`src/rtl/traffic_light_sequencer.sv`:
```
// Red/amber/green phase sequencer: prescaled tick countdown per phase, with green held
// after its minimum dwell until a progressive (via amber) or regressive (to red) request.
module traffic_light_sequencer #(
  parameter int CNT_W       = 8,
  parameter int DIV_W       = 16,
  parameter int TICK_DIV    = 1,
  parameter int RED_TICKS   = 3,
  parameter int AMBER_TICKS = 2,
  parameter int GREEN_TICKS = 4
) (
  input  logic             clk,
  input  logic             reset,
  input  logic             start,
  input  logic             progressive,
  input  logic             regressive,
  output logic [1:0]       state,
  output logic [2:0]       light,
  output logic [CNT_W-1:0] remaining,
  output logic             phase_done,
  output logic [7:0]       cycle_count
);

  typedef enum logic [1:0] {
    ST_IDLE  = 2'd0,
    ST_RED   = 2'd1,
    ST_AMBER = 2'd2,
    ST_GREEN = 2'd3
  } state_e;

  typedef enum logic [1:0] {
    REQ_NONE = 2'd0,
    REQ_PROG = 2'd1,
    REQ_REG  = 2'd2
  } req_e;

  localparam logic [DIV_W-1:0] TICK_LAST  = DIV_W'(TICK_DIV - 1);
  localparam logic [DIV_W-1:0] DIV_ONE    = DIV_W'(1);
  localparam logic [CNT_W-1:0] CNT_ONE    = CNT_W'(1);
  localparam logic [CNT_W-1:0] RED_LOAD   = CNT_W'(RED_TICKS);
  localparam logic [CNT_W-1:0] AMBER_LOAD = CNT_W'(AMBER_TICKS);
  localparam logic [CNT_W-1:0] GREEN_LOAD = CNT_W'(GREEN_TICKS);

  state_e           state_q, state_d;
  logic             exit_q, exit_d;         // set while the amber is the green-exit amber
  logic [CNT_W-1:0] remaining_q, remaining_d;
  logic [DIV_W-1:0] presc_q, presc_d;
  req_e             pend_q, pend_d, req_now;
  logic [2:0]       light_q, light_d;
  logic             phase_done_q, phase_done_d;
  logic [7:0]       cycle_q, cycle_d;
  logic             tick;
  logic             expire;

  assign tick   = (presc_q == TICK_LAST);
  assign expire = tick && (remaining_q == CNT_ONE);

  always_comb begin
    // NOTE: every variable gets a default first so no path through the case leaves
    // it unassigned; a missing default would infer a latch.
    state_d     = state_q;
    exit_d      = exit_q;
    remaining_d = remaining_q;
    pend_d      = pend_q;
    cycle_d     = cycle_q;

    // Requests seen this cycle folded into the latched one; regressive dominates.
    req_now = pend_q;
    if (progressive && (pend_q == REQ_NONE)) req_now = REQ_PROG;
    if (regressive)                          req_now = REQ_REG;

    unique case (state_q)
      ST_IDLE: begin
        if (start) begin
          state_d     = ST_RED;
          remaining_d = RED_LOAD;
        end
      end
      ST_RED: begin
        if (expire) begin
          state_d     = ST_AMBER;
          exit_d      = 1'b0;
          remaining_d = AMBER_LOAD;
        end else if (tick) begin
          remaining_d = remaining_q - CNT_ONE;
        end
      end
      ST_AMBER: begin
        if (expire) begin
          state_d     = exit_q ? ST_RED : ST_GREEN;
          remaining_d = exit_q ? RED_LOAD : GREEN_LOAD;
          exit_d      = 1'b0;
        end else if (tick) begin
          remaining_d = remaining_q - CNT_ONE;
        end
      end
      ST_GREEN: begin
        if (remaining_q == '0) begin
          if (req_now != REQ_NONE) begin
            state_d     = (req_now == REQ_REG) ? ST_RED : ST_AMBER;
            exit_d      = (req_now == REQ_PROG);
            remaining_d = (req_now == REQ_REG) ? RED_LOAD : AMBER_LOAD;
            pend_d      = REQ_NONE;
            cycle_d     = cycle_q + 8'd1;
          end
        end else begin
          pend_d = req_now;
          if (tick) remaining_d = remaining_q - CNT_ONE;
        end
      end
      default: ;
    endcase

    presc_d = (state_d != state_q || state_q == ST_IDLE || tick) ? '0 : presc_q + DIV_ONE;

    unique case (state_d)
      ST_AMBER: light_d = 3'b010;
      ST_GREEN: light_d = 3'b001;
      default:  light_d = 3'b100;
    endcase

    // Registered pulse: raised for the cycle in which the next tick will expire the phase.
    phase_done_d = (state_d != ST_IDLE) && (remaining_d == CNT_ONE) && (presc_d == TICK_LAST);
  end

  always_ff @(posedge clk) begin
    // NOTE: reset is synchronous here, so it lives inside the clocked branch and every
    // register, including the pending request, returns to a defined value on that edge.
    if (reset) begin
      state_q      <= ST_IDLE;
      exit_q       <= 1'b0;
      remaining_q  <= '0;
      presc_q      <= '0;
      pend_q       <= REQ_NONE;
      light_q      <= 3'b100;
      phase_done_q <= 1'b0;
      cycle_q      <= 8'd0;
    end else begin
      // NOTE: non-blocking assignments make every flop update from the same pre-edge values.
      state_q      <= state_d;
      exit_q       <= exit_d;
      remaining_q  <= remaining_d;
      presc_q      <= presc_d;
      pend_q       <= pend_d;
      light_q      <= light_d;
      phase_done_q <= phase_done_d;
      cycle_q      <= cycle_d;
    end
  end

  assign state       = state_q;
  assign light       = light_q;
  assign remaining   = remaining_q;
  assign phase_done  = phase_done_q;
  assign cycle_count = cycle_q;

endmodule
```
`config.mk`:
```
export PLATFORM = sky130hd
export DESIGN_NAME = traffic_light_sequencer
export DESIGN_NICKNAME = d
export VERILOG_FILES = /design/src/rtl/traffic_light_sequencer.sv
export SDC_FILE = /design/constraint.sdc
export NUM_CORES = 1
export LEC_CHECK = 0
export ABC_AREA = 1
export CORE_MARGIN = 1
export CORE_UTILIZATION = 52
export CTS_BUF_LIST = sky130_fd_sc_hd__clkbuf_16
export DETAILED_ROUTE_END_ITERATION = 7
export GPL_TIMING_DRIVEN = 0
export PLACE_DENSITY = 0.77
export SLEW_MARGIN = 5
export SYNTH_ARGS = -nofsm -noshare
export SYNTH_HDL_FRONTEND = slang
export SYNTH_SLANG_ARGS = --single-unit
```
`constraint.sdc`:
```
create_clock -name clk -period 1.9 [get_ports clk]
set_input_delay 0.475 -clock clk [delete_from_list [all_inputs] [get_ports clk]]
set_output_delay 0.475 -clock clk [all_outputs]
set_load 0.005 [all_outputs]
```
==> reports/metrics.yaml <==
global_route:
  grt_pass1_wl_um: 11400
  grt_start_max_net_pins: 15
  antenna_found_initial: 0
  grtUsageTotal_pct: 27.9
  grt_pass1_vias: 2517
  grt_overflow_total: 0
setup_path:
  cp_max_fo: 4
  crit_family: "simple AND/OR/NAND/NOR gates"
  cp-startpoint: "presc_q[1]"
  crit_chain: "inv_2, ha_4, inv_2, nor2_1, nand2_1, nor2_4, nand3_2, nand2_2, nand2_1, nand2_1, nand3_1, a21oi_2, nor2_4, buf_12, o41ai_1, nand3_1, nor2_1"
  crit_arrival_ns: 2.48
  crit_path_top_delay_cell: "dfxtp_2"
  endpoint_kind: "flop"
  slowest_delay_ns: 0.34
  cpMostUsedCell: "nand2_1"
  critPathRequiredTime_ns: 2.13
  path_buf_inv: 3
  path_class: "flop to flop"
  r2r-start: "presc_q[1]"
  start_kind: "flop"
floorplan:
  fp.dieW_um: 73.9
  num_rows: 25
  placeableCoreArea_um2: 4850
  start_util_pct: 55.5
  die_area_um2: 5460
  pin_count: 27
  fp.dieH_um: 73.9
sta:
  maxSlewHeadroom_pct: 42.5
  hold_viol: 0
  setup_tns_ns: -4.97
  drv_slew: 0
  tightest_slew_ns: 0.863
  fin_crit_sh_pct: 119
  worst_slack_ns: -0.353
  fmax_ghz: 0.444
  rsz0062_at_grt: "true"
  period_needed_ns: 2.25
  skew_ns: 0.00814
  setup_viol_count_final: 18
place:
  place_worst_setup_slack_ns: -0.697
  globalplace.congestion: 0.867
  portBuffers: 25
  dp.final_hpwl_um: 4780
layout:
  syn_to_final_growth_pct: 38.0
  layout_commonest_cell: "nand2_1"
  drive_gt1_share_pct: 28.4
  mostFrequentLayoutCells: "nand2_1 (82), inv_1 (56), nor2_1 (37), dfxtp_1 (27), nand3_1 (25)"
  final_nets: 474
  diodes: 0
drt:
  wl_um: 7530
  vias: 2873
  drtAntennaViolNets: 0
  wl_per_cell_um: 14.3
  via_per_inst: 5.44
  drt_iter0_markers: 252
  drc_errors: 0
  first_pass_iters: 5
synth:
  syn_inst: 403
  synth_seq_cells: 41
  synthAdderAreaFrac_pct: 4.19
  synth_cell_types: 36
  syn-cell-area_um2: 2690
  syn_nets: 417
  ys_async_sr_fraction_pct: 0
  synth_top_family_by_area: "simple AND/OR/NAND/NOR gates"
  ys.flop_type: "dfxtp_1"
  yosys.area_share.xor_xnor_pct: 5.21
  synthSimpleGateAreaFrac_pct: 39.9
  synthMuxAreaShare_pct: 0
  yosys_warnings: 0
  synth-seq-area-share_pct: 30.5
  synth-edff-count: 0
  synth_compound_area_share_pct: 9.58
  synth_area_per_cell_um2: 6.68
outcome:
  violations: "negative setup slack"
  status: "finished with violations"
clock_network:
  insertion_delay_ns: 0.29
  cts_tree: "yes"
  cts_inserted_buffers: 5
  clk_pin_slew_ns: 0.06
  cts_hold_buf: 0
  cts_root_buffer: "clkbuf_16"
  clock_path_buffers: 2
  h-tree-depth: 2
  clkSinkCount: 41
power_and_ir_drop:
  vdd_drop_max_mv: 1.14
  p_per_area_nw_per_um2: 1300
  power.leakage_nw: 1.70
job:
  maxCapViolCount: 0
worst_hold_path:
  hold_class: "flop to flop"
  worstHoldStart: "pend_q[0]"
==> cell families after synthesis <==
kind of cell               Yosys count
and+or+nand+nor                    220
buffers and inverters               74
AOI/OAI and AO/OA                   43
DFF                                 41
xor gates and xnor gates            16
adders and majority gates            9
==> layer usage <==
metal,vias up,part of all wire [%],global-route usage [%]
li1,1398,-,-
met1,1334,43,33.8
met2,119,48,46.8
met3,22,6.4,5.08
met4,0,3.1,15.0
met5,-,0,0
==> cell usage after synthesis, types with 5 or more instances <==
library cell,n,area share [%]
a21oi_1,12,2.2
clkbuf_1,6,0.84
dfxtp_1,41,31
ha_1,9,4.2
inv_1,63,8.8
nand2_1,90,13
nand2_2,5,1.2
nand3_1,29,5.4
nand4_1,6,1.4
nor2_1,52,7.3
nor2_2,5,1.2
nor3_1,8,1.5
nor3_2,11,4.1
o21ai_0,12,2.2
o21ai_1,5,0.93
o41ai_1,5,1.6
xor2_1,12,3.9
==> worst reg2reg max path: stages (launching register included) <==
cell     delay (ns)
dfxtp_2        0.34
inv_2          0.07
ha_4           0.14
inv_2          0.03
nor2_1         0.10
nand2_1        0.11
nor2_4         0.12
nand3_2        0.11
nand2_2        0.12
nand2_1        0.05
nand2_1        0.07
nand3_1        0.12
a21oi_2        0.21
nor2_4         0.09
buf_12         0.14
o41ai_1        0.07
nand3_1        0.18
nor2_1         0.11
==> state kept, by name, indices dropped and copies added, names as in the netlist <==
register	cells
cycle_count	8
exit_q	1
light	3
pend_q	2
phase_done	1
presc_q	16
remaining	8
state	2
==> what timing repair did <==
item,4_1_cts,5_1_grt
cloned,1,0
pin swaps,15,25
endpoints found under the setup margin,24,28
gates resized for setup,33,51
setup buffers,12,12
==> metrics by stage <==
step	total power [mW]	hold WS, ns	instance area [um2]	std cells	utilization [%]
6_report	4.81	0.465	3710	528	76.6
5_1_grt	5.11	0.495	3710	528	76.6
4_1_cts	4.51	0.465	3460	516	71.4
3_5_place_dp	3.22	0.455	3030	495	62.6
3_3_place_gp	3.18	0.449	3030	495	62.6
2_1_floorplan	2.64	0.439	2700	403	-
==> where the power goes <==
group / total, mW / switching [mW] / leakage [nW] / internal, mW
clock network: 1.13 / 0.374 / 0.0944 / 0.758
registers: 1.14 / 0.141 / 0.338 / 1.00
logic: 2.54 / 1.49 / 1.27 / 1.05
total: 4.81 / 2.00 / 1.70 / 2.81
==> final timing paths <==
| path | endpoint | slack (ns) | cells past startpoint |
|---|---|---|---|
| setup reg to reg | phase_done | -0.35 | 17 |
| setup / recovery | phase_done | -0.35 | 17 |
| hold reg to reg | pend_q[0] | 0.46 | 2 |
| hold / removal | pend_q[0] | 0.46 | 2 |
==> final cells by class <==
| cell class | instances | area (um2) |
|---|---|---|
| Buffer | 7 | 42.5 |
| Clock buffer | 5 | 125 |
| Clock inverter | 3 | 68.8 |
| Fill cell | 316 | 1130 |
| Inverter | 67 | 262 |
| Multi-Input combinational cell | 288 | 1810 |
| Sequential cell | 41 | 841 |
| Tap cell | 67 | 83.8 |
| Timing Repair Buffer | 50 | 480 |
Power figures use the tool's default switching activity.
